**config.mk**
```make
export PLATFORM = sky130hd
export DESIGN_NAME = multicycle_maindec
export DESIGN_NICKNAME = d
export VERILOG_FILES = /design/src/rtl/multicycle_maindec_pkg.sv /design/src/rtl/maindec_outlogic.sv /design/src/rtl/multicycle_maindec.sv
export SDC_FILE = /design/constraint.sdc
export NUM_CORES = 1
export LEC_CHECK = 0
export BUFFER_PORTS_ARGS = -buffer_cell sky130_fd_sc_hd__clkbuf_2
export CORE_MARGIN = 2
export CORE_UTILIZATION = 45
export CTS_CLUSTER_DIAMETER = 200
export DETAILED_ROUTE_END_ITERATION = 10
export PLACE_DENSITY = 0.72
export SLEW_MARGIN = 30
export SYNTH_ARGS = -nofsm -noshare
export SYNTH_HDL_FRONTEND = slang
export SYNTH_HIERARCHICAL = 1
export SYNTH_SLANG_ARGS = --single-unit
```
**constraint.sdc**
```tcl
create_clock -name clk -period 2.5 [get_ports clk]
set_input_delay 0.375 -clock clk [delete_from_list [all_inputs] [get_ports clk]]
set_output_delay 0.375 -clock clk [all_outputs]
set_load 0.01 [all_outputs]
```
**src/rtl/multicycle_maindec_pkg.sv**
```systemverilog
// Shared constants for the multicycle MIPS main decoder: opcodes, FSM state
// encodings, ALU operation codes and the control word driven to the datapath.
package multicycle_maindec_pkg;

  localparam logic [5:0] OP_RTYPE = 6'b000000;
  localparam logic [5:0] OP_LW    = 6'b100011;
  localparam logic [5:0] OP_SW    = 6'b101011;
  localparam logic [5:0] OP_BEQ   = 6'b000100;
  localparam logic [5:0] OP_BNE   = 6'b000101;
  localparam logic [5:0] OP_ADDI  = 6'b001000;
  localparam logic [5:0] OP_ORI   = 6'b001101;
  localparam logic [5:0] OP_J     = 6'b000010;

  localparam logic [1:0] ALUOP_ADD   = 2'b00;
  localparam logic [1:0] ALUOP_SUB   = 2'b01;
  localparam logic [1:0] ALUOP_FUNCT = 2'b10;
  localparam logic [1:0] ALUOP_OR    = 2'b11;

  localparam logic [1:0] SRCB_REG    = 2'b00;
  localparam logic [1:0] SRCB_FOUR   = 2'b01;
  localparam logic [1:0] SRCB_IMM    = 2'b10;
  localparam logic [1:0] SRCB_BRIMM  = 2'b11;

  localparam logic [1:0] PCSRC_ALU    = 2'b00;
  localparam logic [1:0] PCSRC_ALUOUT = 2'b01;
  localparam logic [1:0] PCSRC_JUMP   = 2'b10;

  // Codes 13..15 are unused and recover to FETCH.
  typedef enum logic [3:0] {
    S_FETCH   = 4'd0,
    S_DECODE  = 4'd1,
    S_MEMADR  = 4'd2,
    S_MEMRD   = 4'd3,
    S_MEMWB   = 4'd4,
    S_MEMWR   = 4'd5,
    S_EXECUTE = 4'd6,
    S_ALUWB   = 4'd7,
    S_BRANCH  = 4'd8,
    S_ADDIEX  = 4'd9,
    S_ORIEX   = 4'd10,
    S_IMMWB   = 4'd11,
    S_JUMP    = 4'd12
  } state_t;

  typedef struct packed {
    logic       pcwrite;
    logic       branch;
    logic       branchne;
    logic       irwrite;
    logic       memwrite;
    logic       iord;
    logic       regwrite;
    logic       regdst;
    logic       memtoreg;
    logic       alusrca;
    logic [1:0] alusrcb;
    logic       zext;
    logic [1:0] pcsrc;
    logic [1:0] aluop;
  } ctrl_t;

  function automatic logic op_supported(input logic [5:0] op);
    case (op)
      OP_RTYPE, OP_LW, OP_SW, OP_BEQ, OP_BNE, OP_ADDI, OP_ORI, OP_J: return 1'b1;
      default:                                                       return 1'b0;
    endcase
  endfunction

endpackage

```
**src/rtl/maindec_outlogic.sv**
```systemverilog
// Combinational state -> control-word ROM. Only the BRANCH row looks at op,
// to choose between the beq and bne branch qualifiers.
module maindec_outlogic
  import multicycle_maindec_pkg::*;
(
  input  state_t     state_i,
  input  logic [5:0] op_i,
  output ctrl_t      ctrl_o
);

  // Per-state control word; anything not set for a state stays 0.
  always_comb begin
    ctrl_o = '0;
    case (state_i)
      S_FETCH: begin
        ctrl_o.alusrcb = SRCB_FOUR;
        ctrl_o.irwrite = 1'b1;
        ctrl_o.pcwrite = 1'b1;
      end
      S_DECODE: ctrl_o.alusrcb = SRCB_BRIMM;
      S_MEMADR: begin
        ctrl_o.alusrca = 1'b1;
        ctrl_o.alusrcb = SRCB_IMM;
      end
      S_MEMRD: ctrl_o.iord = 1'b1;
      S_MEMWB: begin
        ctrl_o.memtoreg = 1'b1;
        ctrl_o.regwrite = 1'b1;
      end
      S_MEMWR: begin
        ctrl_o.iord     = 1'b1;
        ctrl_o.memwrite = 1'b1;
      end
      S_EXECUTE: begin
        ctrl_o.alusrca = 1'b1;
        ctrl_o.aluop   = ALUOP_FUNCT;
      end
      S_ALUWB: begin
        ctrl_o.regdst   = 1'b1;
        ctrl_o.regwrite = 1'b1;
      end
      S_BRANCH: begin
        ctrl_o.alusrca  = 1'b1;
        ctrl_o.aluop    = ALUOP_SUB;
        ctrl_o.pcsrc    = PCSRC_ALUOUT;
        ctrl_o.branch   = (op_i == OP_BEQ);
        ctrl_o.branchne = (op_i == OP_BNE);
      end
      S_ADDIEX: begin
        ctrl_o.alusrca = 1'b1;
        ctrl_o.alusrcb = SRCB_IMM;
      end
      S_ORIEX: begin
        ctrl_o.alusrca = 1'b1;
        ctrl_o.alusrcb = SRCB_IMM;
        ctrl_o.zext    = 1'b1;
        ctrl_o.aluop   = ALUOP_OR;
      end
      S_IMMWB: ctrl_o.regwrite = 1'b1;
      S_JUMP: begin
        ctrl_o.pcsrc   = PCSRC_JUMP;
        ctrl_o.pcwrite = 1'b1;
      end
      default: ctrl_o = '0;
    endcase
  end

endmodule

```
**src/rtl/multicycle_maindec.sv**
```systemverilog
// Main control FSM of the multicycle MIPS datapath: state register, next-state
// decode, illegal-opcode pulse and the zero-qualified PC enable.
module multicycle_maindec
  import multicycle_maindec_pkg::*;
(
  input  logic       clk,
  input  logic       reset,
  input  logic [5:0] op,
  input  logic       zero,
  output logic       pcen,
  output logic       irwrite,
  output logic       memwrite,
  output logic       iord,
  output logic       regwrite,
  output logic       regdst,
  output logic       memtoreg,
  output logic       alusrca,
  output logic [1:0] alusrcb,
  output logic       zext,
  output logic [1:0] pcsrc,
  output logic [1:0] aluop,
  output logic       illegal_op
);

  state_t state_q;
  state_t state_d;
  ctrl_t  ctrl_s;

  // State register; reset lands in FETCH without waiting for a clock.
  always_ff @(posedge clk or posedge reset) begin
    if (reset) state_q <= S_FETCH;
    else       state_q <= state_d;
  end

  // Next-state decode and the DECODE-cycle illegal opcode flag.
  always_comb begin
    state_d    = S_FETCH;
    illegal_op = 1'b0;
    case (state_q)
      S_FETCH:  state_d = S_DECODE;
      S_DECODE: begin
        case (op)
          OP_LW, OP_SW:   state_d = S_MEMADR;
          OP_RTYPE:       state_d = S_EXECUTE;
          OP_BEQ, OP_BNE: state_d = S_BRANCH;
          OP_ADDI:        state_d = S_ADDIEX;
          OP_ORI:         state_d = S_ORIEX;
          OP_J:           state_d = S_JUMP;
          default:        state_d = S_FETCH;
        endcase
        illegal_op = ~op_supported(op);
      end
      S_MEMADR: begin
        if (op == OP_LW) state_d = S_MEMRD;
        else             state_d = S_MEMWR;
      end
      S_MEMRD:   state_d = S_MEMWB;
      S_EXECUTE: state_d = S_ALUWB;
      S_ADDIEX:  state_d = S_IMMWB;
      S_ORIEX:   state_d = S_IMMWB;
      default:   state_d = S_FETCH;
    endcase
  end

  maindec_outlogic u_outlogic (
    .state_i (state_q),
    .op_i    (op),
    .ctrl_o  (ctrl_s)
  );

  assign pcen     = ctrl_s.pcwrite | (ctrl_s.branch & zero) | (ctrl_s.branchne & ~zero);
  assign irwrite  = ctrl_s.irwrite;
  assign memwrite = ctrl_s.memwrite;
  assign iord     = ctrl_s.iord;
  assign regwrite = ctrl_s.regwrite;
  assign regdst   = ctrl_s.regdst;
  assign memtoreg = ctrl_s.memtoreg;
  assign alusrca  = ctrl_s.alusrca;
  assign alusrcb  = ctrl_s.alusrcb;
  assign zext     = ctrl_s.zext;
  assign pcsrc    = ctrl_s.pcsrc;
  assign aluop    = ctrl_s.aluop;

endmodule

```
; ---- Yosys cells after proc, flatten, opt, wreduce, memory -nomap -nowiden
; Index checks and enable logic that the tools add are counted.
[classes]
n_mux = 19
n_bitwise = 6
n_reduce_logical = 11
eq_ne = 19
[op_table]
columns = cell, count
row1 = case mux 4 bit (6 select lines), 2
row2 = equality test 4 bit (second input constant), 5
row3 = equality test 4 x 3 -> 1 bit (second input constant), 4
row4 = equality test 6 x 3 -> 1 bit (second input constant), 2
row5 = equality test 6 x 4 -> 1 bit (second input constant), 2
row6 = equality test 6 bit (second input constant), 2
row7 = 2-to-1 mux 1 bit, 12
row8 = case mux 2 bit (3 select lines), 2
row9 = OR reduction 2 bit, 5
row10 = equality test 4 x 2 -> 1 bit (second input constant), 2
row11 = OR reduction 8 bit, 1
row12 = equality test 6 x 2 -> 1 bit (second input constant), 1
row13 = logical NOT 6 bit, 1
row14 = OR reduction 3 bit, 2
row15 = OR reduction 5 bit, 1
row16 = equality test 4 x 1 -> 1 bit (second input constant), 1
row17 = logical NOT 4 bit, 1
row18 = case mux 2 bit (2 select lines), 1
row19 = 2-to-1 mux 3 bit, 1
row20 = bitwise AND 1 bit, 2
row21 = 2-to-1 mux 2 bit, 1
row22 = NOT 1 bit, 2
row23 = OR 1 bit, 2
[totals]
regBits = 4
output_inout_bits = 16
input_bits = 9
word_cells = 56

; ---- Logic depth before layout (Yosys ltp)
[logic_depth]
depth_word = 6
mapped_depth = 5
ltp_nobuf = 4

; ---- By module
; The synthesis kept the hierarchy.
[by_module_without_submodules]
columns = module, cells_per_inst, area_each_um2, n_inst
row1 = multicycle_maindec, 52, 421.7, 1
row2 = maindec_outlogic, 32, 195.2, 1

; ---- Worst setup path after synthesis
; Ideal clock, no wire load.
[synth_timing]
kind = flip-flop to output port
from = register state_q[1]
to = output pcen
stages_incl_launch_ff = 6
t_required_ns = 2.125
setup_slack_ns = 0.565
n_path_buf = 1
arrival_time_ns = 1.560
cell_sequence = dfrtp_1 -> buf_6 -> or4b_4 -> nor4_1 -> nor2b_1 -> a211o_1
[synth_lines]
columns = element, line
row1 = start: declaration, multicycle_maindec.sv:25  ; state_t state_q;
row2 = start signal: assignment, multicycle_maindec.sv:32  ; else state_q <= state_d;
row3 = end: declaration, multicycle_maindec.sv:10  ; output logic pcen,

==> metrics.yaml <==
status: "finished, final reports clean"
top_register: "state_q"
coreArea_um2: 1280
rsz0062_at_grt: "no"
r2r_cells: 5
muxShareOfSynthArea: 0
synth_top_family_by_area: "simple AND/OR/NAND/NOR gates"
ys_seq_elements: 4
p_leak_nw: 0.362
grt_max_degree: 19
ant_nets: 0
yosys.area_share.adder: 0.0183
fin_tns_setup_ns: 0
cts-resized-gates: 0
hold_path_end: "state_q[3]"
yosysUniqueCellTypes: 39
top_regs: "state_q x4"
syn-cell-area_um2: 617
power.density_nw_per_um2: 733
die_x_um: 41.0
r2r_slack_ns: 1.23
synthXorXnorAreaFrac: 0.0426
ys_seq_area_frac: 0.162
area_growth_pct: 24.9
synthFlopType: "dfrtp_1"
vias: 700
r2r_start: "state_q[0]"
cp-start-kind: "register"
max-cap-violations: 0
synth-edff-count: 0
relSlewSlack: 0.756
use_met1: 0.224
crit_path_end_kind: "output port"
cp_data_required_time_ns: 2.12
largest_reg_flops: 4
cp_data_arrival_time_ns: 1.75
dieHeight_um: 41.0
dp_hpwl_um: 1010
multi_input_area_um2: 443
critical_path.max_fanout: 3
detail_route.wirelength_um: 1380
cts_root_buffer: "clkbuf_4"
grt_pass1_wl_um: 2040
cts_buffer_depth: 2
synth_compound_area_frac: 0.231
num-fill-cells: 133
dp.cells: 121
synthCells: 84
utilization: 0.600
grt_pass1_vias: 487
drcViolationCount: 0
ir_worst_vdd_uv: 431
syn_nets: 93
routedWlPerCell_um: 11.0
grt-busiest-layer: "met2"
track_usage: 0.187
fin_ws_ns: 0.377
use_met3: 0.0652
dp_slack_ns: 0.378
hold_viol: 0
grt.met2_usage: 0.313
antennaDiodeCount: 0
dr.pass1.iters: 4
drtIter0Drc: 29
antenna_found_initial: 0
fmax_ghz: 0.471
synth-simple-area-share: 0.426
place.gp.congestion: 0.755
skew_ns: 0.0115
finalSetupViolCount: 0
row_count: 13
final_cells: 125
cts_tree: "built"
final.min_clock_period_ns: 2.12
dieArea_um2: 1680
htreeDepth: 1
reg2reg_to: "state_q[2]"
slew_violations: 0
worstMarginPinSlew_ns: 0.361
path_clk_slew_ns: 0.04
num_io_pins: 25
cts.sinks: 4
hp-start: "op[4]"
hold_class: "in2reg"
io_buffer_count: 24
timing.final.crit_share: 0.849
ys_async_sr_fraction: 1.00
start_util: 0.480
grt_overflow: 0
numCtsBuffers: 3
seq_area_um2: 100
clock_latency_ns: 0.25
ys_warn_count: 6
syn_avg_cell_area_um2: 7.34
critical_path_class: "reg2out"
drive_gt1_frac: 0.327
nets: 121
post_drt_via_cell_ratio: 5.60
holdPathStages: 3
## area by class of cell
class / count / share of cell area
clock buffers: 3 / 0.0292
inverters: 7 / 0.0341
multi-input cells: 67 / 0.575
flip-flops and latches: 4 / 0.130
well taps: 15 / 0.0244
repair buffers: 29 / 0.208
## logic make-up (layout without fill, tap and decap cells)
logic type                 Yosys count  after routing
AOI/OAI and AO/OA                   19             19
DFF                                  4              4
and+or+nand+nor                     44             44
buffers and inverters               13             39
xor gates and xnor gates             3              3
adders and majority gates            1              1
## critical path: stages (launching register included)
cell	delay (ns)
dfrtp_1	0.37
or4b_4	0.55
nor4_1	0.21
nor2b_1	0.15
a211o_1	0.10
clkbuf_2	0.12
## placed cells by master, fill, tap and decap left out, types with 3 or more instances in the layout
master,count
inv_1,7
nor2b_1,3
clkbuf_4,3
nand2_1,5
dfrtp_1,4
nand2b_1,4
nor2_1,11
buf_4,4
nor4_1,4
clkbuf_2,24
## metrics by stage
stage,instance area (um2),hold WS (ns),power [mW]
2_1_floorplan,617,0.141,0.359
3_3_place_gp,738,0.233,0.476
4_1_cts,771,0.477,0.569
6_report,771,0.486,0.565
5_1_grt,771,0.485,0.623
3_5_place_dp,738,0.239,0.479
## synth_stat cells, types with 2 or more instances
library cell | count | area share
inv_1 | 7 | 0.043
nor2_1 | 11 | 0.067
nand2_1 | 5 | 0.030
xnor2_1 | 2 | 0.028
nor3b_1 | 2 | 0.024
nor2b_1 | 3 | 0.030
dfrtp_1 | 4 | 0.16
or3_1 | 2 | 0.020
a31oi_1 | 2 | 0.020
or2b_1 | 2 | 0.024
buf_6 | 3 | 0.055
nand2b_1 | 4 | 0.041
o31ai_1 | 2 | 0.024
a211o_1 | 2 | 0.028
a31o_1 | 2 | 0.028
nor4_1 | 4 | 0.041
buf_2 | 2 | 0.016
a21oi_1 | 2 | 0.016
o22ai_1 | 2 | 0.020
nor3_1 | 2 | 0.016
## power by group
| group | total [mW] | switching (mW) | internal, mW |
|---|---|---|---|
| Combinational | 0.390 | 0.219 | 0.172 |
| Sequential | 0.0894 | 0.00760 | 0.0818 |
| Clock | 0.0852 | 0.0312 | 0.0540 |
| Total | 0.565 | 0.257 | 0.307 |
## metal layers
metal / vias to the layer above / part of all wire
met3: 2 / 0.055
met4: 0 / 0.014
met2: 18 / 0.47
li1: 363 / -
met5: - / 0
met1: 317 / 0.46
## worst max path at each step
stage / from / to / slack, ns / cells past startpoint
5_1_grt: op[3] / pcen / 0.31 / 6
3_3_place_gp: op[3] / pcen / 0.39 / 6
2_1_floorplan: state_q[1] / pcen / 0.57 / 5
4_1_cts: state_q[0] / pcen / 0.36 / 5
6_report: state_q[0] / pcen / 0.38 / 5
3_5_place_dp: op[3] / pcen / 0.38 / 6
## repair_timing
item	4_1_cts	5_1_grt
hold buffers	1	0
endpoints found under the hold margin	4	0
buffers inserted	0	0
No activity file was read; power rests on OpenSTA's default activity.
